[src/rtl/apb_master_arbiter.sv]
// Two-port APB master for the timer register block: round-robin grant between
// r0 (CPU) and r1 (DMA/debug), SETUP/ACCESS sequencing, pready timeout abort.
module apb_master_arbiter #(
  parameter int AW      = 32,
  parameter int DW      = 32,
  parameter int TIMEOUT = 16
) (
  input  logic          pclk,
  input  logic          preset,
  input  logic          r0_req,
  input  logic          r0_write,
  input  logic [AW-1:0] r0_addr,
  input  logic [DW-1:0] r0_wdata,
  output logic          r0_done,
  output logic [DW-1:0] r0_rdata,
  output logic          r0_err,
  input  logic          r1_req,
  input  logic          r1_write,
  input  logic [AW-1:0] r1_addr,
  input  logic [DW-1:0] r1_wdata,
  output logic          r1_done,
  output logic [DW-1:0] r1_rdata,
  output logic          r1_err,
  output logic          psel,
  output logic          penable,
  output logic          pwrite,
  output logic [AW-1:0] paddr,
  output logic [DW-1:0] pwdata,
  input  logic [DW-1:0] prdata,
  input  logic          pready,
  input  logic          pslverr
);

  // state    | meaning
  // S_IDLE   | bus idle, arbitrate and latch the winning request
  // S_SETUP  | psel=1, penable=0
  // S_ACCESS | psel=1, penable=1, wait for pready or timeout
  // S_RESP   | bus idle, done pulse to the granted port
  typedef enum logic [1:0] {S_IDLE, S_SETUP, S_ACCESS, S_RESP} state_t;

  localparam int CW = (TIMEOUT > 0) ? $clog2(TIMEOUT + 1) : 1;
  localparam logic [CW-1:0] TO_MAX = CW'(TIMEOUT);

  state_t        state;
  logic          last;
  logic          gnt;
  logic          win;
  logic          timed_out;
  logic [CW-1:0] to_cnt;
  logic [DW-1:0] rsp_rdata;
  logic          rsp_err;

  always_comb begin
    win = 1'b0;
    if (r0_req && r1_req) win = ~last;
    else if (r1_req)      win = 1'b1;
  end

  // The counter reaches TIMEOUT after TIMEOUT low cycles; the abort is taken in
  // the following ACCESS cycle unless pready arrives there.
  always_comb timed_out = (TIMEOUT != 0) && (to_cnt == TO_MAX);

  always_comb begin
    rsp_err   = 1'b1;
    rsp_rdata = '0;
    if (pready) begin
      rsp_err   = pslverr;
      rsp_rdata = pwrite ? '0 : prdata;
    end
  end

  always_ff @(posedge pclk) begin
    if (preset) begin
      state    <= S_IDLE;
      last     <= 1'b1;
      gnt      <= 1'b0;
      to_cnt   <= '0;
      psel     <= 1'b0;
      penable  <= 1'b0;
      pwrite   <= 1'b0;
      paddr    <= '0;
      pwdata   <= '0;
      r0_done  <= 1'b0;
      r0_rdata <= '0;
      r0_err   <= 1'b0;
      r1_done  <= 1'b0;
      r1_rdata <= '0;
      r1_err   <= 1'b0;
    end else begin
      r0_done <= 1'b0;
      r1_done <= 1'b0;
      case (state)
        S_IDLE: begin
          if (r0_req || r1_req) begin
            gnt    <= win;
            last   <= win;
            psel   <= 1'b1;
            pwrite <= win ? r1_write : r0_write;
            paddr  <= win ? r1_addr  : r0_addr;
            pwdata <= win ? r1_wdata : r0_wdata;
            state  <= S_SETUP;
          end
        end
        S_SETUP: begin
          penable <= 1'b1;
          to_cnt  <= '0;
          state   <= S_ACCESS;
        end
        S_ACCESS: begin
          if (pready || timed_out) begin
            if (gnt) begin
              r1_done  <= 1'b1;
              r1_rdata <= rsp_rdata;
              r1_err   <= rsp_err;
            end else begin
              r0_done  <= 1'b1;
              r0_rdata <= rsp_rdata;
              r0_err   <= rsp_err;
            end
            psel    <= 1'b0;
            penable <= 1'b0;
            pwrite  <= 1'b0;
            paddr   <= '0;
            pwdata  <= '0;
            state   <= S_RESP;
          end else if (TIMEOUT != 0) begin
            to_cnt <= to_cnt + CW'(1);
          end
        end
        S_RESP:  state <= S_IDLE;
        default: state <= S_IDLE;
      endcase
    end
  end

endmodule

[config.mk]
export PLATFORM = sky130hd
export DESIGN_NAME = apb_master_arbiter
export DESIGN_NICKNAME = d
export VERILOG_FILES = /design/src/rtl/apb_master_arbiter.sv
export SDC_FILE = /design/constraint.sdc
export NUM_CORES = 1
export LEC_CHECK = 0
export BUFFER_PORTS_ARGS = -buffer_cell sky130_fd_sc_hd__buf_2
export CAP_MARGIN = 5
export CELL_PAD_IN_SITES_DETAIL_PLACEMENT = 2
export CELL_PAD_IN_SITES_GLOBAL_PLACEMENT = 2
export CORE_MARGIN = 4
export CORE_UTILIZATION = 30
export DETAILED_ROUTE_END_ITERATION = 16
export GPL_TIMING_DRIVEN = 0
export HOLD_SLACK_MARGIN = 0.1
export PLACE_DENSITY = 0.87
export SYNTH_ARGS = -nofsm -noshare
export SYNTH_HDL_FRONTEND = slang
export SYNTH_SLANG_ARGS = --single-unit
[constraint.sdc]
create_clock -name pclk -period 2.6 [get_ports pclk]
set_input_delay 0.13 -clock pclk [delete_from_list [all_inputs] [get_ports pclk]]
set_output_delay 0.13 -clock pclk [all_outputs]
set_load 0.005 [all_outputs]
* Word level (Yosys, flattened, before mapping)
Index checks and enable logic that the tools add are counted.
Word-level totals: register bits 144, input port bits 168, output and inout port bits 135, logic and storage cells 67
Cells by class: add/sub/neg operators 1, equal/unequal tests 7, mux-type cells 26, bitwise operators 4, reductions and logical operators 14
Operators by type and width (number):
- 32-bit 2-to-1 mux | 7
- 32-bit case mux with 2 select lines | 2
- 5-bit case mux with 2 select lines | 1
- 1-bit 2-to-1 mux | 9
- 3-bit AND reduction | 3
- 2-bit case mux with 4 select lines | 1
- 2-bit AND reduction | 4
- 2-bit inequality test, second input constant | 3
- 1-bit case mux with 2 select lines | 3
- 5-bit by 1-bit adder with 5-bit output, second input constant | 1
- 5-bit == test, second input constant | 1
- 5-bit 2-to-1 mux | 1
- 2-bit == test, second input constant | 2
- 2-bit 2-to-1 mux | 2
- 1-bit NOT | 4
- 2-bit nonzero test | 2
- 3-bit OR reduction | 1
- 2-bit by 1-bit == test with 1-bit output, second input constant | 1
- 2-bit zero test | 1
- 1-bit logical OR | 2
- 1-bit logical AND | 1

* Longest topological paths before layout
depth in word-level cells 5, gate-level depth with buffers 7, mapped depth without buffers 5

* Worst setup path after synthesis
No wires, ideal clock.
kind flip-flop to flip-flop, start point reg state[0], end point reg paddr[0], setup time 0.140 ns, arrival time 1.509 ns, path slack 0.951 ns, cell stages (with the launch flop) 8, path through dfxtp_1 -> inv_1 -> ha_1 -> and2b_4 -> a211oi_2 -> buf_4 -> buf_6 -> o32ai_2
Between the ends: longest elaborated chain between the ends 3
RTL lines:
- from (decl) | line 44 | state_t state;
- from (signal assigned) | line 74 | state <= S_IDLE;
- from (signal assigned) | line 101 | state <= S_SETUP;
- from (signal assigned) | line 107 | state <= S_ACCESS;
- 2-bit == test / 2-bit zero test (equally long branches) | line 92 | case (state)
- 2-bit inequality test (no line) / 2-bit nonzero test (equally long branches)
- 3-bit AND reduction (no line)
- to (signal assigned) | line 99 | paddr <= win ? r1_addr : r0_addr;
- to (decl) | line 27 | output logic [AW-1:0] paddr,
Parallel ways exist; a longest one is shown, timed or not. A chain may end at the register's enable or synchronous reset.

* Worst setup path in the final report
start point in r1_req, end point reg pwdata[26]
Between the ends: longest elaborated chain between the ends 5
RTL lines:
- from (decl) | line 17 | input logic r1_req,
- 1-bit 2-to-1 mux / 1-bit logical AND (equally long branches) | line 56, 55
- 1-bit 2-to-1 mux | line 55 | if (r0_req && r1_req) win = ~last;
- 32-bit 2-to-1 mux | line 100 | pwdata <= win ? r1_wdata : r0_wdata;
- 32-bit 2-to-1 mux | line 94 | if (r0_req || r1_req) begin
- 32-bit case mux with 2 select lines | line 92
- to (signal assigned) | line 100
- to (decl) | line 28 | output logic [DW-1:0] pwdata,
Parallel ways exist; a longest one is shown, timed or not. The select of a mux whose other input is x is not followed.

==> run summary <==
status - complete, no violations
Yosys Warn Count - 0
die width - 153 um
# IOs - 303
layout cell share with drive strength beyond 1 - 41.9%
Port Buf Inserts - 301
H-tree levels - 4
row cnt - 52
antenna violations before repair - 5
met3 Track Usage GR - 4.78%
placed insts - 1105
Tmin final - 2.45 ns
EDFF count, synth - 0
# hold bufs at CTS - 166
GRT Overall Usage - 28.4%
DP HPWL - 18.9 mm
initial core utilization - 30.8%
Sw Ratio - 37.5%
pwr/cell area - 818 nW/um^2
Global Route met2 Usage - 54.6%
DR WL/cell - 26.3 um
critical path arrival - 2.72 ns
Slew HR - 43.3%
Synth Register Bits - 144
Crit Path Max Fanout - 10
Clock Path Buffers - 2
clk_lat worst skew - 0.42 ns
Worst EP required - 2.87 ns
Pleak - 4.59 nW
ys async rst share - 0%
WL final - 34.4 mm
die area - 23400 um^2
share of total power in the clock network - 29.2%
core area - 20500 um^2
peak supply drop - 544 uV
Vias - 6873
total power - 8.52 mW
element type at the critical path start - primary input
RSZ-0062 raised after global routing - false
met1 GRT Util - 29.0%
CP Class - primary input to flop
Reg power frac - 35.1%
DRC Markers - 0
Final ANT Viol Nets - 0
Setup Fix Bufs, Post-CTS - 0
CTS Sinks - 144
Internal Power - 5.32 mW
mapped cell area - 6320 um^2
setup TNS - 0 ns
# setup viols final - 0
final hold violation count - 0
Synth-to-Final Area Change - 64.9%
final period utilization - 94.2%
clk_skew - 0.00717 ns
vias in the first global route - 8051
clk slew on worst S/H paths - 0.07 ns
dpl cell area - 8160 um^2
CTS tree - built
part of the power in combinational logic - 35.7%
post-cts resize count - 0
worst hold-check path type - primary input to flop
Die Ht - 153 um
Mapped Nets - 707
cts bufs inserted - 17
final non-filler cell total - 1308
Netlist cell types - 50
drt pass-1 iters - 5
gr ovfl total - 0
Max Freq - 0.408 GHz
Switch Pwr - 3.19 mW
largest net degree at the start of global routing - 17
Max Slew Vio Count - 0
Mean Syn Cell Area - 11.8 um^2
DR iter-0 viols - 261
Routability Congestion - 0.810
GRT busiest layer - met2
final net count - 1193
slew at the pin closest to its max-slew limit - 0.850 ns
Post-Synthesis Cells - 534
max-cap viol count - 0
Worst setup EP type - flop
first-pass GRT wire length - 51.4 mm
Seq/Total Area, Yosys - 45.6%
root buf cell - clkbuf_16
Most used DFF post-synth - dfxtp_1
final instance area - 10400 um^2
Via-to-Cell Ratio - 5.25
critical path, cell delays in order:
cell and delay (ns):
dlygate4sd3_1 0.54, buf_2 0.17, a21boi_2 0.18, buf_4 0.26, clkbuf_4 0.33, mux2i_1 0.36, dlygate4sd3_1 0.63, o32ai_2 0.09
kinds of logic (layout without fill, tap and decap cells):
group                      Yosys count  after routing  synth area share, %
AOI/OAI and AO/OA                  154            154                 28.4
muxes                               66             66                 10.5
other                                0              5                    0
adders and majority gates            5              5                0.990
buffers and inverters              128            627                 10.7
and+or+nand+nor                     37             37                 3.90
DFF                                144            144                 45.6
area by class of cell:
type	count	area, um^2
multi-input combinational	262	2760
timing repair buffer	467	3170
buffer	54	395
clock buffer	18	439
antenna	5	12.5
sequential	144	2880
fill	2062	10100
inverter	74	278
clock inverter	14	140
tap	270	338
worst paths after layout:
kind	endpoint	slack [ns]	cells past startpoint	start
worst max-delay path	pwdata[26]	0.15	8	r1_req
worst min-delay path	to_cnt[1]	0.26	4	pready
worst max register to register	pwdata[26]	0.25	6	last
worst min register to register	r0_err	0.47	2	r0_err
synthesized netlist by cell type, drive strengths merged, types with 2 or more instances:
cell type	number	share of area, %
and2	2	0.20
mux2i	66	10
or3	2	0.20
nand3	2	0.16
inv	74	4.4
nor3	3	0.24
nor2	4	0.24
o21ai	3	0.30
nand2	9	0.53
ha	5	0.99
or2	2	0.20
a311oi	2	0.28
a32o	64	10
o211ai	4	0.69
o32ai	65	15
dfxtp	144	46
a211oi	2	0.32
clkbuf	19	1.4
nor2b	2	0.20
nor3b	2	0.32
buf	35	4.8
o21a	2	0.24
a21oi	5	0.40
registers in the layout, indices dropped and copies added (netlist names), 2 cells and up:
register,count
paddr,32
r0_rdata,32
to_cnt,5
pwdata,32
r1_rdata,32
state,2
metrics by stage:
stage          utilization (%)  hold slack [ns]  worst slack [ns]
2_1_floorplan                -            0.256             0.951
3_3_place_gp              39.8            0.358             0.681
3_5_place_dp              39.8            0.362             0.616
4_1_cts                   50.8            0.223             0.285
5_1_grt                   50.8            0.287            0.0801
6_report                  50.8            0.265             0.151
cells in the final DEF (no fill, tap or decap), types with 9 or more instances in the layout:
cell	instances
clkbuf_1	14
inv_1	72
dlygate4sd3_1	166
o32ai_2	50
buf_2	311
a32o_1	64
clkbuf_16	17
dfxtp_1	144
buf_6	19
o32ai_1	15
mux2i_1	66
nand2_1	9
metal layers:
layer	wire, um	up-vias
li1	-	3011
met1	12200	3463
met2	19000	300
met3	1460	99
met4	1780	0
met5	0	-
power groups by stage:
stage | clock network, mW | registers, mW | logic (mW)
finish | 2.49 | 2.99 | 3.04
global route | 2.63 | 3.04 | 3.24
CTS | 2.47 | 2.92 | 2.90
detailed placement | 0 | 2.96 | 2.59
global placement | 0 | 2.92 | 2.48
floorplan | 0 | 2.97 | 1.47
Note: power is estimated with default switching activity, not from simulation.
